--- src/rtl/sspt_pkg.sv ---
// ---------------------------------------------------------------------------
// sspt_pkg -- shared definitions for the round-robin 2:1 merge.
//   ch_e      : channel identifier (CH0 = 0, CH1 = 1)
//   DW_DEF    : default channel data width
//   DEPTH_DEF : default per-channel FIFO depth
//   rr_pick() : round-robin channel choice from FIFO non-empty flags
// ---------------------------------------------------------------------------
package sspt_pkg;

    typedef enum logic {
        CH0 = 1'b0,
        CH1 = 1'b1
    } ch_e;

    localparam int DW_DEF    = 8;
    localparam int DEPTH_DEF = 4;

    // Tie goes to the channel not served last; otherwise the only
    // non-empty channel wins. With neither non-empty the result is unused.
    function automatic ch_e rr_pick(input logic ne0, input logic ne1, input ch_e last);
        ch_e pick;
        if (ne0 && ne1) begin
            pick = (last == CH0) ? CH1 : CH0;
        end else if (ne0) begin
            pick = CH0;
        end else begin
            pick = CH1;
        end
        return pick;
    endfunction

endpackage

--- src/rtl/rr_mux_2_1_if.sv ---
// ---------------------------------------------------------------------------
// rr_mux_2_1_if -- handshake bundle of the 2:1 round-robin merge.
//   in0_data/in0_valid/in0_ready : channel-0 input (valid/ready)
//   in1_data/in1_valid/in1_ready : channel-1 input (valid/ready)
//   out_data/out_sel/out_valid/out_ready : merged output (valid/ready)
// Modports:
//   slave  : the merge block (consumes inputs, produces output)
//   master : the environment (produces inputs, consumes output)
// ---------------------------------------------------------------------------
interface rr_mux_2_1_if #(
    parameter int DW = sspt_pkg::DW_DEF
);

    logic [DW-1:0] in0_data;
    logic          in0_valid;
    logic          in0_ready;
    logic [DW-1:0] in1_data;
    logic          in1_valid;
    logic          in1_ready;
    logic [DW-1:0] out_data;
    logic          out_sel;
    logic          out_valid;
    logic          out_ready;

    modport slave (
        input  in0_data, in0_valid,
        output in0_ready,
        input  in1_data, in1_valid,
        output in1_ready,
        output out_data, out_sel, out_valid,
        input  out_ready
    );

    modport master (
        output in0_data, in0_valid,
        input  in0_ready,
        output in1_data, in1_valid,
        input  in1_ready,
        input  out_data, out_sel, out_valid,
        output out_ready
    );

endinterface

--- src/rtl/rr_mux_2_1_sync_fifo.sv ---
// ---------------------------------------------------------------------------
// sync_fifo -- single-clock FIFO used as a per-channel input buffer.
//   clk, rst_n : clock, asynchronous active-low reset (empties the FIFO)
//   push/wdata : write a word (ignored while full)
//   pop/rdata  : remove the head word (ignored while empty); rdata shows
//                the head combinationally
//   full/empty/count : occupancy, all derived from registered state
// Pointers wrap modulo DEPTH (power of 2); a DEPTH+1-valued count
// separates full from empty.
// ---------------------------------------------------------------------------
module sync_fifo #(
    parameter int DW    = sspt_pkg::DW_DEF,
    parameter int DEPTH = sspt_pkg::DEPTH_DEF
) (
    input  logic                       clk,
    input  logic                       rst_n,
    input  logic                       push,
    input  logic [DW-1:0]              wdata,
    input  logic                       pop,
    output logic [DW-1:0]              rdata,
    output logic                       full,
    output logic                       empty,
    output logic [$clog2(DEPTH+1)-1:0] count
);

    localparam int unsigned AW = $clog2(DEPTH);
    localparam int unsigned CW = $clog2(DEPTH + 1);

    logic [DW-1:0] r_mem [DEPTH];
    logic [AW-1:0] r_wptr;
    logic [AW-1:0] r_rptr;
    logic [CW-1:0] r_count;
    logic          w_do_push;
    logic          w_do_pop;

    assign full      = (r_count == CW'(DEPTH));
    assign empty     = (r_count == '0);
    assign count     = r_count;
    assign rdata     = r_mem[r_rptr];
    assign w_do_push = push & ~full;
    assign w_do_pop  = pop & ~empty;

    // Storage carries no reset: occupancy alone says what is valid.
    always_ff @(posedge clk) begin
        if (w_do_push) begin
            r_mem[r_wptr] <= wdata;
        end
    end

    always_ff @(posedge clk or negedge rst_n) begin
        if (!rst_n) begin
            r_wptr  <= '0;
            r_rptr  <= '0;
            r_count <= '0;
        end else begin
            if (w_do_push) begin
                r_wptr <= r_wptr + AW'(1);
            end
            if (w_do_pop) begin
                r_rptr <= r_rptr + AW'(1);
            end
            case ({w_do_push, w_do_pop})
                2'b10:   r_count <= r_count + CW'(1);
                2'b01:   r_count <= r_count - CW'(1);
                default: r_count <= r_count;
            endcase
        end
    end

endmodule

--- src/rtl/rr_mux_2_1.sv ---
// ---------------------------------------------------------------------------
// rr_mux_2_1 -- merges two buffered valid/ready channels into one
// registered output stream with round-robin arbitration.
//   clk   : single clock, rising edge
//   rst_n : asynchronous active-low reset; clears FIFOs and output register
//   bus   : rr_mux_2_1_if.slave (in0_*, in1_*, out_*)
// The output register loads whenever it is free or being drained and a
// FIFO holds a word, giving one word per cycle under continuous out_ready.
// in*_ready comes only from FIFO occupancy, never from an input.
// ---------------------------------------------------------------------------
module rr_mux_2_1
    import sspt_pkg::*;
#(
    parameter int DW    = DW_DEF,
    parameter int DEPTH = DEPTH_DEF
) (
    input  logic          clk,
    input  logic          rst_n,
    rr_mux_2_1_if.slave   bus
);

    localparam int unsigned CW = $clog2(DEPTH + 1);

    logic [DW-1:0] w_rdata0;
    logic [DW-1:0] w_rdata1;
    logic          w_full0;
    logic          w_full1;
    logic          w_empty0;
    logic          w_empty1;
    logic [CW-1:0] w_count0;
    logic [CW-1:0] w_count1;
    logic          w_push0;
    logic          w_push1;
    logic          w_pop0;
    logic          w_pop1;
    logic          w_load;
    ch_e           w_pick;
    logic [DW-1:0] w_load_data;

    logic [DW-1:0] r_out_data;
    ch_e           r_out_sel;
    logic          r_out_valid;
    ch_e           r_last;

    sync_fifo #(.DW(DW), .DEPTH(DEPTH)) u_fifo0 (
        .clk   (clk),
        .rst_n (rst_n),
        .push  (w_push0),
        .wdata (bus.in0_data),
        .pop   (w_pop0),
        .rdata (w_rdata0),
        .full  (w_full0),
        .empty (w_empty0),
        .count (w_count0)
    );

    sync_fifo #(.DW(DW), .DEPTH(DEPTH)) u_fifo1 (
        .clk   (clk),
        .rst_n (rst_n),
        .push  (w_push1),
        .wdata (bus.in1_data),
        .pop   (w_pop1),
        .rdata (w_rdata1),
        .full  (w_full1),
        .empty (w_empty1),
        .count (w_count1)
    );

    assign bus.in0_ready = ~w_full0;
    assign bus.in1_ready = ~w_full1;
    assign w_push0       = bus.in0_valid & ~w_full0;
    assign w_push1       = bus.in1_valid & ~w_full1;

    always_comb begin
        w_load      = (~r_out_valid | bus.out_ready) & (~w_empty0 | ~w_empty1);
        w_pick      = rr_pick(~w_empty0, ~w_empty1, r_last);
        w_pop0      = w_load & (w_pick == CH0);
        w_pop1      = w_load & (w_pick == CH1);
        w_load_data = (w_pick == CH1) ? w_rdata1 : w_rdata0;
    end

    always_ff @(posedge clk or negedge rst_n) begin
        if (!rst_n) begin
            r_out_valid <= 1'b0;
            r_out_data  <= '0;
            r_out_sel   <= CH0;
            r_last      <= CH1;
        end else if (w_load) begin
            r_out_valid <= 1'b1;
            r_out_data  <= w_load_data;
            r_out_sel   <= w_pick;
            r_last      <= w_pick;
        end else if (bus.out_ready) begin
            r_out_valid <= 1'b0;
        end
    end

    assign bus.out_valid = r_out_valid;
    assign bus.out_data  = r_out_data;
    assign bus.out_sel   = r_out_sel;

    // Occupancy count and full flag must agree in both buffers.
    a_full0_count: assert property (@(posedge clk) disable iff (!rst_n)
        w_full0 == (w_count0 == CW'(DEPTH)));
    a_full1_count: assert property (@(posedge clk) disable iff (!rst_n)
        w_full1 == (w_count1 == CW'(DEPTH)));

endmodule

--- src/flat_wrapper.sv ---
// flat-port wrapper written by rule: the top's interface ports become plain ports
module rr_mux_2_1_flat import sspt_pkg::*;
#(
    parameter int DW    = DW_DEF,
    parameter int DEPTH = DEPTH_DEF
)
  (clk, rst_n, bus_in0_data, bus_in0_valid, bus_in0_ready, bus_in1_data, bus_in1_valid, bus_in1_ready, bus_out_data, bus_out_sel, bus_out_valid, bus_out_ready);
  rr_mux_2_1_if #(.DW(DW)) bus_i ();
  input  logic clk;
  input  logic rst_n;
  input wire logic [$bits(bus_i.in0_data)-1:0] bus_in0_data;
  input wire logic [$bits(bus_i.in0_valid)-1:0] bus_in0_valid;
  output wire logic [$bits(bus_i.in0_ready)-1:0] bus_in0_ready;
  input wire logic [$bits(bus_i.in1_data)-1:0] bus_in1_data;
  input wire logic [$bits(bus_i.in1_valid)-1:0] bus_in1_valid;
  output wire logic [$bits(bus_i.in1_ready)-1:0] bus_in1_ready;
  output wire logic [$bits(bus_i.out_data)-1:0] bus_out_data;
  output wire logic [$bits(bus_i.out_sel)-1:0] bus_out_sel;
  output wire logic [$bits(bus_i.out_valid)-1:0] bus_out_valid;
  input wire logic [$bits(bus_i.out_ready)-1:0] bus_out_ready;
  assign bus_i.in0_data = bus_in0_data;
  assign bus_i.in0_valid = bus_in0_valid;
  assign bus_in0_ready = bus_i.in0_ready;
  assign bus_i.in1_data = bus_in1_data;
  assign bus_i.in1_valid = bus_in1_valid;
  assign bus_in1_ready = bus_i.in1_ready;
  assign bus_out_data = bus_i.out_data;
  assign bus_out_sel = bus_i.out_sel;
  assign bus_out_valid = bus_i.out_valid;
  assign bus_i.out_ready = bus_out_ready;
  rr_mux_2_1 #(.DW(DW), .DEPTH(DEPTH)) u_core (.clk(clk), .rst_n(rst_n), .bus(bus_i));
endmodule
--- config.mk ---
export PLATFORM = sky130hd
export DESIGN_NAME = rr_mux_2_1_flat
export DESIGN_NICKNAME = d
export VERILOG_FILES = /design/src/rtl/sspt_pkg.sv /design/src/rtl/rr_mux_2_1_if.sv /design/src/rtl/rr_mux_2_1_sync_fifo.sv /design/src/rtl/rr_mux_2_1.sv /design/src/flat_wrapper.sv
export SDC_FILE = /design/constraint.sdc
export NUM_CORES = 1
export LEC_CHECK = 0
export CAP_MARGIN = 20
export CORE_MARGIN = 3
export CORE_UTILIZATION = 61
export CTS_BUF_LIST = sky130_fd_sc_hd__clkbuf_16
export CTS_CLUSTER_DIAMETER = 40
export DETAILED_ROUTE_END_ITERATION = 16
export PLACE_DENSITY = 0.84
export SLEW_MARGIN = 20
export SYNTH_ARGS = -nofsm -noshare
export SYNTH_HDL_FRONTEND = slang
export SYNTH_SLANG_ARGS = --single-unit
--- constraint.sdc ---
create_clock -name clk -period 4.3 [get_ports clk]
set_clock_uncertainty 0.2 [all_clocks]
set_input_delay 1.29 -clock clk [delete_from_list [all_inputs] [get_ports clk]]
set_output_delay 1.29 -clock clk [all_outputs]
set_load 0.02 [all_outputs]
After elaboration in Yosys (flattened, before gate mapping)
Memory sizes are Yosys's and may differ from the RTL's.
Index checks and enable logic that the tools add are counted.
- $add $sub $neg: 8
- bitwise operators: 17
- reduce and logical (&&, ||, !) cells: 6
- equal/unequal tests: 6
- mux-type cells: 12
- operators with widths (cell ; number):
    3-bit one-hot mux with 2 select lines ; 2
    1-bit bitwise AND ; 9
    1-bit two-way mux ; 9
    2-bit by 1-bit adder with 2-bit output (second input constant) ; 4
    8-bit two-way mux ; 1
    3-bit by 1-bit adder with 3-bit output (second input constant) ; 2
    3-bit equality test (second input constant) ; 2
    3-bit logical NOT ; 2
    1-bit inverter ; 6
    2-bit nonzero test ; 3
    3-bit by 1-bit subtractor with 3-bit output (second input constant) ; 2
    2-bit by 1-bit equality test with 1-bit output (second input constant) ; 2
    2-bit equality test (second input constant) ; 2
    1-bit OR ; 2
    1-bit logical AND ; 1
- register bits: 25
- RAM bits: 64
- memories kept: 2
- word-level logic and storage cells: 61
- memory list (memory ; depth ; width ; rd ports ; clocked after memory_dff ; write ports ; RTL line ; RTL):
    u_core.u_fifo0.r_mem ; 4 ; 8 ; 1 ; 0 ; 1 ; rr_mux_2_1_sync_fifo.sv:29 ; logic [DW-1:0] r_mem [DEPTH];
    u_core.u_fifo1.r_mem ; 4 ; 8 ; 1 ; 0 ; 1 ; rr_mux_2_1_sync_fifo.sv:29 ;

Depth between registers and ports, before layout
- word-level depth: 9
- gate-level depth with buffers: 10
- mapped depth without buffers: 9

Hierarchy
Synthesis repeated with hierarchy kept, for this count alone.
- cells, all modules: 202
- area, all modules: 3727.3 µm²
- modules (own cells, without submodules) (module ; instances ; area an instance (µm²) ; seq. area each (µm²) ; cells an instance):
    sync_fifo ; 2 ; 1592.8 ; 1136.1 ; 79
    rr_mux_2_1 ; 1 ; 541.8 ; 276.5 ; 44

Worst setup path after synthesis
OpenSTA, ideal clock, no wires.
- kind: input to register
- start point: input bus_out_ready
- end point: register u_core.u_fifo1.r_count[2], in the netlist u_core.u_fifo1.count[2]
- arrival: 2.909 ns
- setup time: 0.079 ns
- cell stages on the path: 10
- data required time: 4.021 ns
- path slack: 1.112 ns
- path through: nand2b_1 > clkbuf_1 > nand3_1 > inv_1 > ha_1 > inv_1 > fa_1 > xor2_1 > nor2_1 > xor2_1
- word-level cells in the longest chain between the ends: 6
- elaborated cells between the ends (all ways): 8
- those cells by class: eq/ne: 2; mux: 1; bitwise: 4; reduce/logical: 1
- ends and longest elaborated chain (element ; RTL line ; RTL):
    from (decl) ; flat_wrapper.sv:20 ; input wire logic [$bits(bus_i.out_ready)-1:0] bus_out_ready;
    1-bit OR * ; rr_mux_2_1.sv:75 ; w_load = (~r_out_valid | bus.out_ready) & (~w_empty0 | ~w_empty1);
    1-bit bitwise AND * ; rr_mux_2_1.sv:75 ;
    1-bit bitwise AND * ; rr_mux_2_1.sv:78 ; w_pop1 = w_load & (w_pick == CH1);
    1-bit bitwise AND * ; rr_mux_2_1_sync_fifo.sv:41 ; assign w_do_pop = pop & ~empty;
    net u_core.u_fifo1.w_do_pop ; rr_mux_2_1_sync_fifo.sv:34 ; logic w_do_pop;
    2-bit by 1-bit equality test with 1-bit output / 2-bit equality test (equally long branches) ; rr_mux_2_1_sync_fifo.sv:62 ; case ({w_do_push, w_do_pop})
    3-bit one-hot mux with 2 select lines / 2-bit nonzero test (equally long branches) ; - ;
    to (signal assigned) ; rr_mux_2_1_sync_fifo.sv:63 ; 2'b10: r_count <= r_count + CW'(1);
    to (signal assigned) ; rr_mux_2_1_sync_fifo.sv:64 ; 2'b01: r_count <= r_count - CW'(1);
    to (signal assigned) ; rr_mux_2_1_sync_fifo.sv:65 ; default: r_count <= r_count;
    to (decl) ; rr_mux_2_1_sync_fifo.sv:32 ; logic [CW-1:0] r_count;
Mark *: on every way through the listed nets, which the timed path passes. The rest lies on a longest branch.
A chain may end at the register's enable or synchronous reset.

Final worst setup path
Ends and elaborated chain as after synthesis.

==> flow_summary.toml <==
[placed_design]
place_hpwl_um = 4230
gp_congestion = 0.742
port_buffers = 32

[yosys]
register_area_share_after_synthesis_pct = 69.7
syn-instance-count = 202
avgSynthCellArea_um2 = 18.1
ys_dominant_reg_cell = "sky130_fd_sc_hd__edfxtp_1"
synth.net_count = 235
ys.warnings.count = 0
postSynth.asyncResetShare_pct = 28.1
post_synth_instance_area_mm2 = 0.00366
synth_seq_cells = 89
unique_masters_post_synth = 35
synth_enable_flop_cells = 64

[sta]
worst-slew-pin-transition_ps = 644
grt_setup_unrepaired = "false"
slew_headroom_pct = 56.8
final_hold_viol_count = 0
min_period_over_period_pct = 78.0
finalSetupViolations = 0
maxClockFrequency_mhz = 298
final-max-slew-violation-count = 0
fin_tns_setup_ps = 0
min_period_ps = 3350

[cells_and_area]
layout.filler_cells = 308
final_cell_mix = "64 x sky130_fd_sc_hd__edfxtp_1, 32 x sky130_fd_sc_hd__clkdlybuf4s50_1, 24 x sky130_fd_sc_hd__dfrtp_1"
nets = 273
layout-drive-gt1-share_pct = 15.5
area_growth_from_synthesis_to_layout_pct = 18.1
antennaDiodeCount = 0
most_common_library_cell_in_the_layout_ignoring_fill_and_taps = "sky130_fd_sc_hd__edfxtp_1"

[cts]
clock_tree_from_tritoncts = "done"
clock_sinks = 89
ctsHoldBuffers = 0
cts_resized = 0
numCtsBuffers = 9
h-tree-depth = 3
clk_transition_reported_paths_ps = 60
insertion_delay_ps = 330
cts_max_path_buffers = 2
post_cts_buffers = 0
clock-root-buffer = "sky130_fd_sc_hd__clkbuf_16"

[job]
max-cap-violations = 0

[critical_path]
critPathArrivalTime_ps = 3400
largest_fanout_of_any_net_on_the_critical_path = 14
r2r-start = "u_core.u_fifo0.count[2]"
crit_path_start_kind = "primary input"
critPathCaptureType = "register"
worst_ep_required_time_ps = 4350
worst_setup_path_startpoint = "bus_out_ready"
worstSetupPathType = "in2reg"
crit_path_cell_trace = "clkdlybuf4s50_1, nand2b_1, buf_4, nand3_1, inv_1, ha_1, inv_1, fa_1, xor2_1, nor2_1, xor2_1"
category_of_cells_accounting_for_the_largest_share_of_critical_path_delay = "buffers and inverters"
critical-path-max-stage-delay_ps = 450
critPathBufInv = 4
crit_slowest_cell = "sky130_fd_sc_hd__clkdlybuf4s50_1"

[global_routing]
global_route.usage.total_pct = 19.8
pin_count_of_the_biggest_net_entering_global_routing = 26
grt_remaining_overflow = 0
antenna_found_initial = 0
grt_pass1_vias = 2039
wire_length_of_the_first_global_routing_pass_um = 10300

[floorplan]
core_mm2 = 0.00564
die_y_um = 83.4
floorplan_row_count = 27
fp.dieArea_mm2 = 0.00696
die_x_um = 83.4
pin_count = 33
initial_standard_cell_utilization_of_the_core_pct = 64.8

[route]
vias_per_cell = 6.02
routed_wirelength_um = 6230
ant_nets = 0
detailedRoute.firstPassIterationCount = 4
wl_per_cell_um = 19.6
initialDrtViolationCount = 155
drt_drc_violations_left = 0
dr_total_vias = 1907

[power]
cellPowerDensity_mw_per_mm2 = 698
ir_worst_vdd_mv = 0.391
static-leakage-power_uw = 0.00161
total_power_uw = 3020

[run_status]
status = "finished clean"

[min_path]
min_from = "u_core.r_last"
hp-class = "reg2reg"
## worst min-delay path: cells and delay by family, from the launching register on
kind,cells,cell delay (ps)
flops,1,390
buf+inv,1,50
compound gates,1,70
## path summary, 6_finish.rpt
path / endpoint / slack (ps) / cells past startpoint
max in group asynchronous: u_core.r_last / 2470 / 2
min in group asynchronous: u_core.bus.out_data[2] / 1130 / 2
min: u_core.r_last / 310 / 2
max: u_core.u_fifo1.count[2] / 950 / 11
max reg2reg: u_core.u_fifo1.count[2] / 1530 / 9
min reg2reg: u_core.r_last / 310 / 2
## layout make-up
cell class / count / area (um^2) / area share, %
clock inverter: 7 / 48.8 / 1.13
tap: 72 / 90.1 / 2.09
inverter: 15 / 56.3 / 1.30
clock buffer: 9 / 225 / 5.21
sequential: 89 / 2550 / 59.0
multi-input combinational: 91 / 1020 / 23.5
timing repair buffer: 34 / 335 / 7.76
## where the power goes
part	switching [uW]	internal (uW)	leakage (uW)
Combinational	447	483	0.000600
Sequential	209	1180	0.000880
Clock	303	389	0.000130
## cell usage after synthesis (2+ instances only)
master,n,area [um^2]
sky130_fd_sc_hd__and4_1,8,70.1
sky130_fd_sc_hd__clkbuf_1,2,7.51
sky130_fd_sc_hd__nor2_1,3,11.3
sky130_fd_sc_hd__nand2_1,3,11.3
sky130_fd_sc_hd__edfxtp_1,64,1920
sky130_fd_sc_hd__ha_1,10,125
sky130_fd_sc_hd__o21ai_0,4,20.0
sky130_fd_sc_hd__and3_1,8,50.1
sky130_fd_sc_hd__inv_1,15,56.3
sky130_fd_sc_hd__buf_2,3,15.0
sky130_fd_sc_hd__a221o_1,8,80.1
sky130_fd_sc_hd__fa_1,2,40.0
sky130_fd_sc_hd__mux4_2,16,360
sky130_fd_sc_hd__dfrtp_1,24,601
sky130_fd_sc_hd__xnor2_1,7,61.3
sky130_fd_sc_hd__or3b_1,2,17.5
sky130_fd_sc_hd__xor2_1,5,43.8
## registers in the layout, summed over array words and instances (netlist names)
name and flops:
u_core.u_fifo1.r_mem 32, u_core.r_last 1, u_core.u_fifo0.r_wptr 2, u_core.bus.out_valid 1
u_core.u_fifo1.r_wptr 2, u_core.bus.out_data 8, u_core.u_fifo1.count 3, u_core.u_fifo0.r_rptr 2
u_core.u_fifo1.r_rptr 2, u_core.u_fifo0.r_mem 32, u_core.u_fifo0.count 3, u_core.bus.out_sel 1
## logic make-up after synthesis
| kind of cell | Yosys count | synth area share, % |
|---|---|---|
| AO/OA/AOI/OAI | 17 | 4.04 |
| AND/OR/NAND/NOR | 32 | 5.88 |
| XOR/XNOR | 12 | 2.87 |
| adder cells (fa/ha/maj) | 12 | 4.51 |
| flip-flops | 89 | 69.7 |
| buffers and inverters | 22 | 2.56 |
| multiplexers | 18 | 10.5 |
## layer usage
| layer | track usage [%] | vias to the layer above | part of all wire, % |
|---|---|---|---|
| met2 | 30.5 | 67 | 51 |
| met3 | 4.86 | 17 | 4.7 |
| li1 | - | 867 | - |
| met4 | 10.8 | 0 | 2.5 |
| met5 | 0 | - | 0 |
| met1 | 26.3 | 956 | 42 |
## per-stage QoR
stage / cells / hold WS, ps / utilization [%] / cell area [um^2] / setup WS, ps
final: 317 / 311 / 76.6 / 4320 / 947
after global routing: 317 / 328 / 76.6 / 4320 / 830
after CTS: 317 / 311 / 76.6 / 4320 / 952
after detailed placement: 301 / 300 / 71.7 / 4050 / 664
after global placement: 301 / 293 / 71.7 / 4050 / 733
after floorplan: 202 / 270 / - / 3660 / 1110
No activity file was read; power rests on OpenSTA's default activity.
